==> config.mk <==
export PLATFORM = sky130hd
export DESIGN_NAME = referee_merge
export DESIGN_NICKNAME = d
export VERILOG_FILES = /design/src/rtl/referee_merge_pkg.sv /design/src/rtl/referee_merge_arb_rr_select.sv /design/src/rtl/referee_merge.sv
export SDC_FILE = /design/constraint.sdc
export NUM_CORES = 1
export LEC_CHECK = 0
export ABC_AREA = 0
export BUFFER_PORTS_ARGS = -buffer_cell sky130_fd_sc_hd__buf_4
export CAP_MARGIN = 20
export CORE_ASPECT_RATIO = 1.4
export CORE_MARGIN = 1.5
export CORE_UTILIZATION = 40
export DETAILED_ROUTE_END_ITERATION = 8
export GPL_ROUTABILITY_DRIVEN = 0
export HOLD_SLACK_MARGIN = 0.15
export PLACE_DENSITY = 0.85
export SLEW_MARGIN = 5
export SYNTH_ARGS = -nofsm -noshare
export SYNTH_HDL_FRONTEND = slang
export SYNTH_HIERARCHICAL = 1
export SYNTH_SLANG_ARGS = --single-unit
==> constraint.sdc <==
create_clock -name clk -period 1.5 [get_ports clk]
set_input_delay 0.075 -clock clk [delete_from_list [all_inputs] [get_ports clk]]
set_output_delay 0.075 -clock clk [all_outputs]
set_load 0.005 [all_outputs]
==> src/rtl/referee_merge_pkg.sv <==
// referee_merge_pkg: shared state enum, source count and default word/field widths
package referee_merge_pkg;
  localparam int NUM_SRC = 4;
  localparam int IDX_W = $clog2(NUM_SRC);
  localparam int LINE_SIZE_DEF = 12;
  localparam int CLASS_BITS_DEF = 2;
  localparam int DEST_BITS_DEF = 2;
  typedef enum logic [1:0] {IDLE, POP, READ, PUSH} state_t;
endpackage

==> src/rtl/referee_merge_arb_rr_select.sv <==
// arb_rr_select: picks the first set mask bit at or after start, wrapping around
module arb_rr_select
  import referee_merge_pkg::*;
(
  input  logic [NUM_SRC-1:0] mask,
  input  logic [IDX_W-1:0]   start,
  output logic [IDX_W-1:0]   grant,
  output logic               valid
);
  always_comb begin
    grant = start;
    valid = |mask;
    for (int k = NUM_SRC - 1; k >= 0; k--)
      if (mask[IDX_W'(int'(start) + k)]) grant = IDX_W'(int'(start) + k);
  end
endmodule

==> src/rtl/referee_merge.sv <==
// referee_merge: 4-to-1 FIFO merger, one word per IDLE/POP/READ/PUSH transfer.
// Define REFEREE_MERGE_STRICT_PRIORITY_EN for fixed lowest-index priority instead of round-robin.
module referee_merge
  import referee_merge_pkg::*;
#(
  parameter int LINE_SIZE  = LINE_SIZE_DEF,
  parameter int CLASS_BITS = CLASS_BITS_DEF,
  parameter int DEST_BITS  = DEST_BITS_DEF
) (
  input  logic                         clk,
  input  logic                         reset,
  input  logic [NUM_SRC*LINE_SIZE-1:0] data_in,
  input  logic [NUM_SRC-1:0]           almost_empty_signal,
  input  logic                         almost_full_signal,
  output logic [NUM_SRC-1:0]           pop_signal,
  output logic                         push_signal,
  output logic [LINE_SIZE-1:0]         data_out,
  output logic [IDX_W-1:0]             grant_id
);
  if (CLASS_BITS + DEST_BITS > LINE_SIZE) begin : g_bad_fields
    $error("class and dest fields do not fit in LINE_SIZE");
  end
  state_t state, state_n;
  logic [IDX_W-1:0] start, grant;
  logic valid, take;
  arb_rr_select u_arb (
    .mask  (~almost_empty_signal),
    .start (start),
    .grant (grant),
    .valid (valid)
  );
  assign take = (state == IDLE) && valid && !almost_full_signal;
`ifdef REFEREE_MERGE_STRICT_PRIORITY_EN
  assign start = '0;
`else
  logic [IDX_W-1:0] ptr;
  // pointer resets to the last index so the first search begins at source 0
  always_ff @(posedge clk or negedge reset)
    if (!reset) ptr <= IDX_W'(NUM_SRC - 1);
    else if (take) ptr <= grant;
  assign start = ptr + 1'b1;
`endif
  always_ff @(posedge clk or negedge reset)
    if (!reset) state <= IDLE;
    else state <= state_n;
  always_comb begin
    state_n = (state == IDLE) ? (take ? POP : IDLE) :
              (state == POP)  ? READ :
              (state == READ) ? PUSH : IDLE;
  end
  // source data appears one cycle after its pop, so it is captured leaving READ
  always_ff @(posedge clk or negedge reset)
    if (!reset) begin
      pop_signal  <= '0;
      push_signal <= 1'b0;
      data_out    <= '0;
      grant_id    <= '0;
    end else begin
      pop_signal  <= take ? NUM_SRC'(1) << grant : '0;
      push_signal <= state == READ;
      if (take) grant_id <= grant;
      if (state == READ) data_out <= data_in[grant_id*LINE_SIZE +: LINE_SIZE];
    end
endmodule

* After elaboration in Yosys (flattened, before gate mapping)
Cells that the tools add are included.
** Word-level totals
- Register bits after elaboration :: 23
- Bits of input ports :: 55
- Output and inout port bits :: 19
- Logic and storage cells :: 46
** Cells by class
- Add/sub/neg operators :: 4
- $mul :: 1
- $lt $le $gt $ge :: 4
- Equality and inequality tests :: 2
- Shift-type cells :: 2
- Muxes and demuxes :: 21
- Bitwise logic cells :: 1
- Reduce and logical (&&, ||, !) cells :: 5
** Operator list (number)
- variable part select 48 x 7 -> 12 bit :: 1
- < comparator 2 x 4 -> 1 bit, second input constant :: 4
- 2-to-1 mux 2 bit :: 7
- 2-to-1 mux 1 bit :: 9
- binary-select mux 1 bit (select 2 bit) :: 4
- adder 2 x 1 -> 2 bit, second input constant :: 2
- adder 2 bit, second input constant :: 2
- multiplier 2 x 2 -> 4 bit, second input constant :: 1
- 2-to-1 mux 4 bit :: 1
- NOT 4 bit :: 1
- OR reduction 4 bit :: 1
- << shifter 1 x 2 -> 4 bit, first input constant :: 1
- equality test 2 x 1 -> 1 bit, second input constant :: 1
- equality test 2 bit, second input constant :: 1
- logical AND 1 bit :: 2
- zero test 2 bit :: 1
- zero test 1 bit :: 1

* Depth between registers and ports, before layout
- Depth in word-level cells :: 11
- Mapped depth :: 6
- Depth with buffers taken out :: 6

* By module
The synthesis kept the hierarchy.
** Modules (own cells, without submodules)
- referee_merge :: instances 1, cells an instance 102, area each 1232.4 µm², seq. area each 578.1 µm²
- arb_rr_select :: instances 1, cells an instance 16, area each 100.1 µm², seq. area each 0.0 µm²

* Worst setup path after synthesis
Ideal clock, no wire load.
- Path kind :: register -> register
- From :: register ptr[0]
- To :: register pop_signal[2]
- Library setup time :: 0.086 ns
- Data arrival time :: 1.561 ns
- Required time :: 1.414 ns
- Path slack :: -0.147 ns
- Stages on the path, launching flop included :: 7
- Path buffers :: 0
- Clock period less this slack :: 1.647 ns
- Path through :: dfstp_2 xor2_1 and3b_1 or4_1 nand2_1 inv_1 nor3_1
** On the way
- Cells in the longest elaborated chain, start to end :: 11
- Elaborated cells on any way between the ends :: 22
- Classes of those cells :: add/sub (4); shift (1); mux (17)
** RTL lines
- from (decl) :: line referee_merge.sv:36 : logic [IDX_W-1:0] ptr;
- from (signal assigned) :: line referee_merge.sv:39 : if (!reset) ptr <= IDX_W'(NUM_SRC - 1);
- from (signal assigned) :: line referee_merge.sv:40 : else if (take) ptr <= grant;
- adder 2 x 1 -> 2 bit (*) :: line referee_merge.sv:41 : assign start = ptr + 1'b1;
- net start[1] :: line referee_merge.sv:24 : logic [IDX_W-1:0] start, grant;
- adder 2 bit :: line referee_merge_arb_rr_select.sv:14 : if (mask[IDX_W'(int'(start) + k)]) grant = IDX_W'(int'(start) + k);
- binary-select mux 1 bit (select 2 bit) :: line referee_merge_arb_rr_select.sv:14
- 2-to-1 mux 1 bit (implied by the code) (2 in series) :: line referee_merge_arb_rr_select.sv:14
- 2-to-1 mux 2 bit (3 in series) :: line referee_merge_arb_rr_select.sv:14
- 2-to-1 mux 2 bit (*) :: line referee_merge_arb_rr_select.sv:14
- net grant[1] :: line referee_merge.sv:24
- << shifter 1 x 2 -> 4 bit (*) :: line referee_merge.sv:59 : pop_signal <= take ? NUM_SRC'(1) << grant : '0;
- 2-to-1 mux 4 bit (*) :: line referee_merge.sv:59
- to (signal assigned) :: line referee_merge.sv:59
- to (decl) :: line referee_merge.sv:15 : output logic [NUM_SRC-1:0] pop_signal,
Mark *: on every way through the listed nets, which the timed path passes. The rest lies on a longest branch. The select of a mux whose other input is x is not followed.
A chain may end at the register's enable or synchronous reset.

* Worst setup path after layout
- From :: register ptr[1]
- To :: register pop_signal[2]
Same word-level chain as after synthesis.

==> summary.md <==
| Metric | Value |
|---|---|
| Share of power burned in registers | 0.317 |
| R2R setup slack | -0.20 ns |
| Commonest non-fill, non-tap cell in the layout | buf_4 |
| CTS Buffer Depth | 2 |
| P_sw | 1.31 mW |
| Clock Sinks | 23 |
| WL/cell | 14.8 um |
| Setup TNS | -1.19 ns |
| Worst skew pair latency | 0.26 ns |
| CTS root buffer | clkbuf_8 |
| Arr. time, crit path | 1.88 ns |
| Fmax | 589 MHz |
| H-tree depth | 1 |
| Final core utilization | 0.635 |
| Post-synthesis cell type count | 25 |
| Most frequent cells in the layout | 75 x buf_4, 25 x mux2i_1, 21 x dfrtp_1, 13 x nand2b_1, 12 x o221ai_1 |
| Mean area per synthesized cell | 11.3 um^2 |
| # IOs | 74 |
| First drt pass iteration count | 4 |
| HP Class | in -> reg |
| Crit Reg-Reg Endpoint | pop_signal[2] |
| Power share of the clock group | 0.107 |
| Fin crit share | 1.13 |
| Avg Vias per Cell | 5.13 |
| Share of cells above drive strength 1 | 0.492 |
| Final Instance Area | 2000 um^2 |
| Status | finished with violations |
| # nets final | 251 |
| Tot GR Track Use | 0.201 |
| Initial detailed-routing violation count | 15 |
| Reg clk slew, reported paths | 0.08 ns |
| Crit path from | ptr[1] |
| Area of the core | 3150 um^2 |
| Seq/Total Area, Yosys | 0.434 |
| Port bufs | 73 |
| Fillers | 250 |
| Crit path largest cell delay | 0.59 ns |
| DRC | 0 |
| Global-route wire length before repair | 5.68 mm |
| P_leak | 1.03 nW |
| CTS tree | yes |
| Initial Util | 0.423 |
| Nature of the critical path startpoint | register |
| # diodes | 0 |
| Worst Path Max Fanout | 5 |
| Largest net degree at the start of global routing | 25 |
| Combinational Power Share | 0.576 |
| Final WL | 3.43 mm |
| Final Hold Vio Count | 0 |
| Max-slew headroom | 0.687 |
| DP Area | 1910 um^2 |
| Endpoints failing setup | 8 |
| Yosys reg bits | 23 |
| Reg2Reg Launch Point | ptr[1] |
| Cell row count | 24 |
| Crit path kind | reg -> reg |
| Crit. End Element | register |
| Pwr dens | 1750 nW/um^2 |
| Post-Place Worst Slack | -0.240 ns |
| Slowest-stage cell, CP | dfstp_2 |
| P&R area growth vs syn | 50.2% |
| Vias in the first global route | 1330 |
| Initial antenna violation count | 0 |
| Mapped Area | 1330 um^2 |
| Worst-case clock skew | 0.00365 ns |
| Post-CTS Setup Inserts | 0 |
| Die Span Y | 71.3 um |
| Worst VDD drop | 1.22 mV |
| Crit-path cells | xor2_4 -> and3b_1 -> or4_4 -> nand2_4 -> inv_4 -> nor3_2 |
| DR vias | 1189 |
| Internal power | 2.19 mW |
| Die Wd | 51.8 um |
| Total Die Area | 3690 um^2 |
| RSZ-0062 raised after global routing | true |
| Min Tclk post-route | 1.70 ns |
| Fin worst setup slack | -0.197 ns |
| Worst Reg-to-Reg Cells | 6 |
| Syn nets | 175 |
| GRT overflow | 0 |
| Failing checks | setup timing |
| Net Sw Frac | 0.373 |
| Worst EP required | 1.68 ns |
| HPWL Detailed | 2.73 mm |
| Maxcap violations | 0 |
| Syn Inst Count | 118 |
| Syn. warnings | 6 |
| Total CTS buffers | 3 |
| Critical path capture point | pop_signal[2] |
| Post-route ant nets | 0 |
| Final-report max-slew violation count | 0 |
| Worst slew pin tran | 0.470 ns |
-- cells in the mapped netlist --
cell type,n,area share
mux2i_1,25,0.19
dfrtp_1,21,0.39
nand2b_1,13,0.061
o221ai_1,12,0.079
inv_1,11,0.031
nor3_1,5,0.019
mux2_2,3,0.025
nand2_1,3,0.0085
o21ai_0,3,0.011
and2b_2,2,0.013
buf_12,2,0.030
clkbuf_1,2,0.0056
dfstp_2,2,0.039
ha_1,2,0.019
nor2_1,2,0.0056
a21oi_1,1,0.0038
a2bb2oi_1,1,0.0066
and2b_1,1,0.0056
and3b_1,1,0.0066
buf_2,1,0.0038
buf_6,1,0.0085
nand3b_4,1,0.015
o221a_2,1,0.0085
or4_1,1,0.0056
xor2_1,1,0.0066
-- per-stage QoR --
stage | hold WS [ns] | total power, mW | cells
2_1_floorplan | -0.221 | 2.39 | 118
3_3_place_gp | -0.0231 | 2.95 | 227
5_1_grt | 0.161 | 3.77 | 232
6_report | 0.144 | 3.50 | 232
4_1_cts | 0.150 | 3.43 | 232
3_5_place_dp | -0.0148 | 3.05 | 227
-- routing by layer --
| metal | GRT usage | wire length (um) |
|---|---|---|
| met4 | 0.0556 | 48 |
| met2 | 0.397 | 2030 |
| met5 | 0 | 0 |
| met3 | 0.0271 | 172 |
| met1 | 0.213 | 1180 |
-- how the worst min path moves through the flow --
stage / startpoint / end / slack (ns) / cells past startpoint
after CTS: data_in[10] / data_out[10] / 0.15 / 3
after floorplan: reset / data_out[0] / -0.22 / 0
after global routing: data_in[4] / data_out[4] / 0.16 / 3
after global placement: reset / data_out[6] / -0.02 / 1
final: data_in[10] / data_out[10] / 0.14 / 3
after detailed placement: reset / data_out[10] / -0.01 / 1
-- cell families after synthesis --
kind of cell / synth area share
and+or+nand+nor: 0.140
buffers and inverters: 0.0789
AOI/OAI and AO/OA: 0.109
xor gates and xnor gates: 0.00657
adders and majority gates: 0.0188
muxes: 0.213
DFF: 0.434
-- registers in the layout (all words and copies together), names as in the netlist --
name	cells
ptr	2
data_out	12
state	2
pop_signal	4
push_signal	1
grant_id	2
-- critical path: cells and delay by family (launching register included) --
family        cells  cell delay [ns]
flops             1             0.59
buf+inv           1             0.04
xor+xnor          1             0.10
simple gates      4             0.89
-- power groups by stage --
stage | Sequential [mW] | Clock, mW | Combinational, mW
3_5_place_dp | 1.10 | 0 | 1.95
2_1_floorplan | 1.10 | 0 | 1.29
6_report | 1.11 | 0.374 | 2.02
3_3_place_gp | 1.09 | 0 | 1.86
5_1_grt | 1.13 | 0.408 | 2.23
4_1_cts | 1.09 | 0.373 | 1.97
-- cell type report --
cell class	count	area (um^2)	share of cell area
clock buffers	4	45.0	0.0225
inverters	11	43.8	0.0219
multi-input cells	78	693	0.346
flip-flops and latches	23	578	0.289
well taps	39	48.8	0.0244
repair buffers	77	593	0.296
-- timing repair --
action,4_1_cts,5_1_grt
cloned,0,0
hold buffers,1,0
hold endpoints to repair,23,0
pin swaps,5,0
setup endpoints to repair,7,8
gates resized for setup,2,5
(Power assumes the default switching activity.)
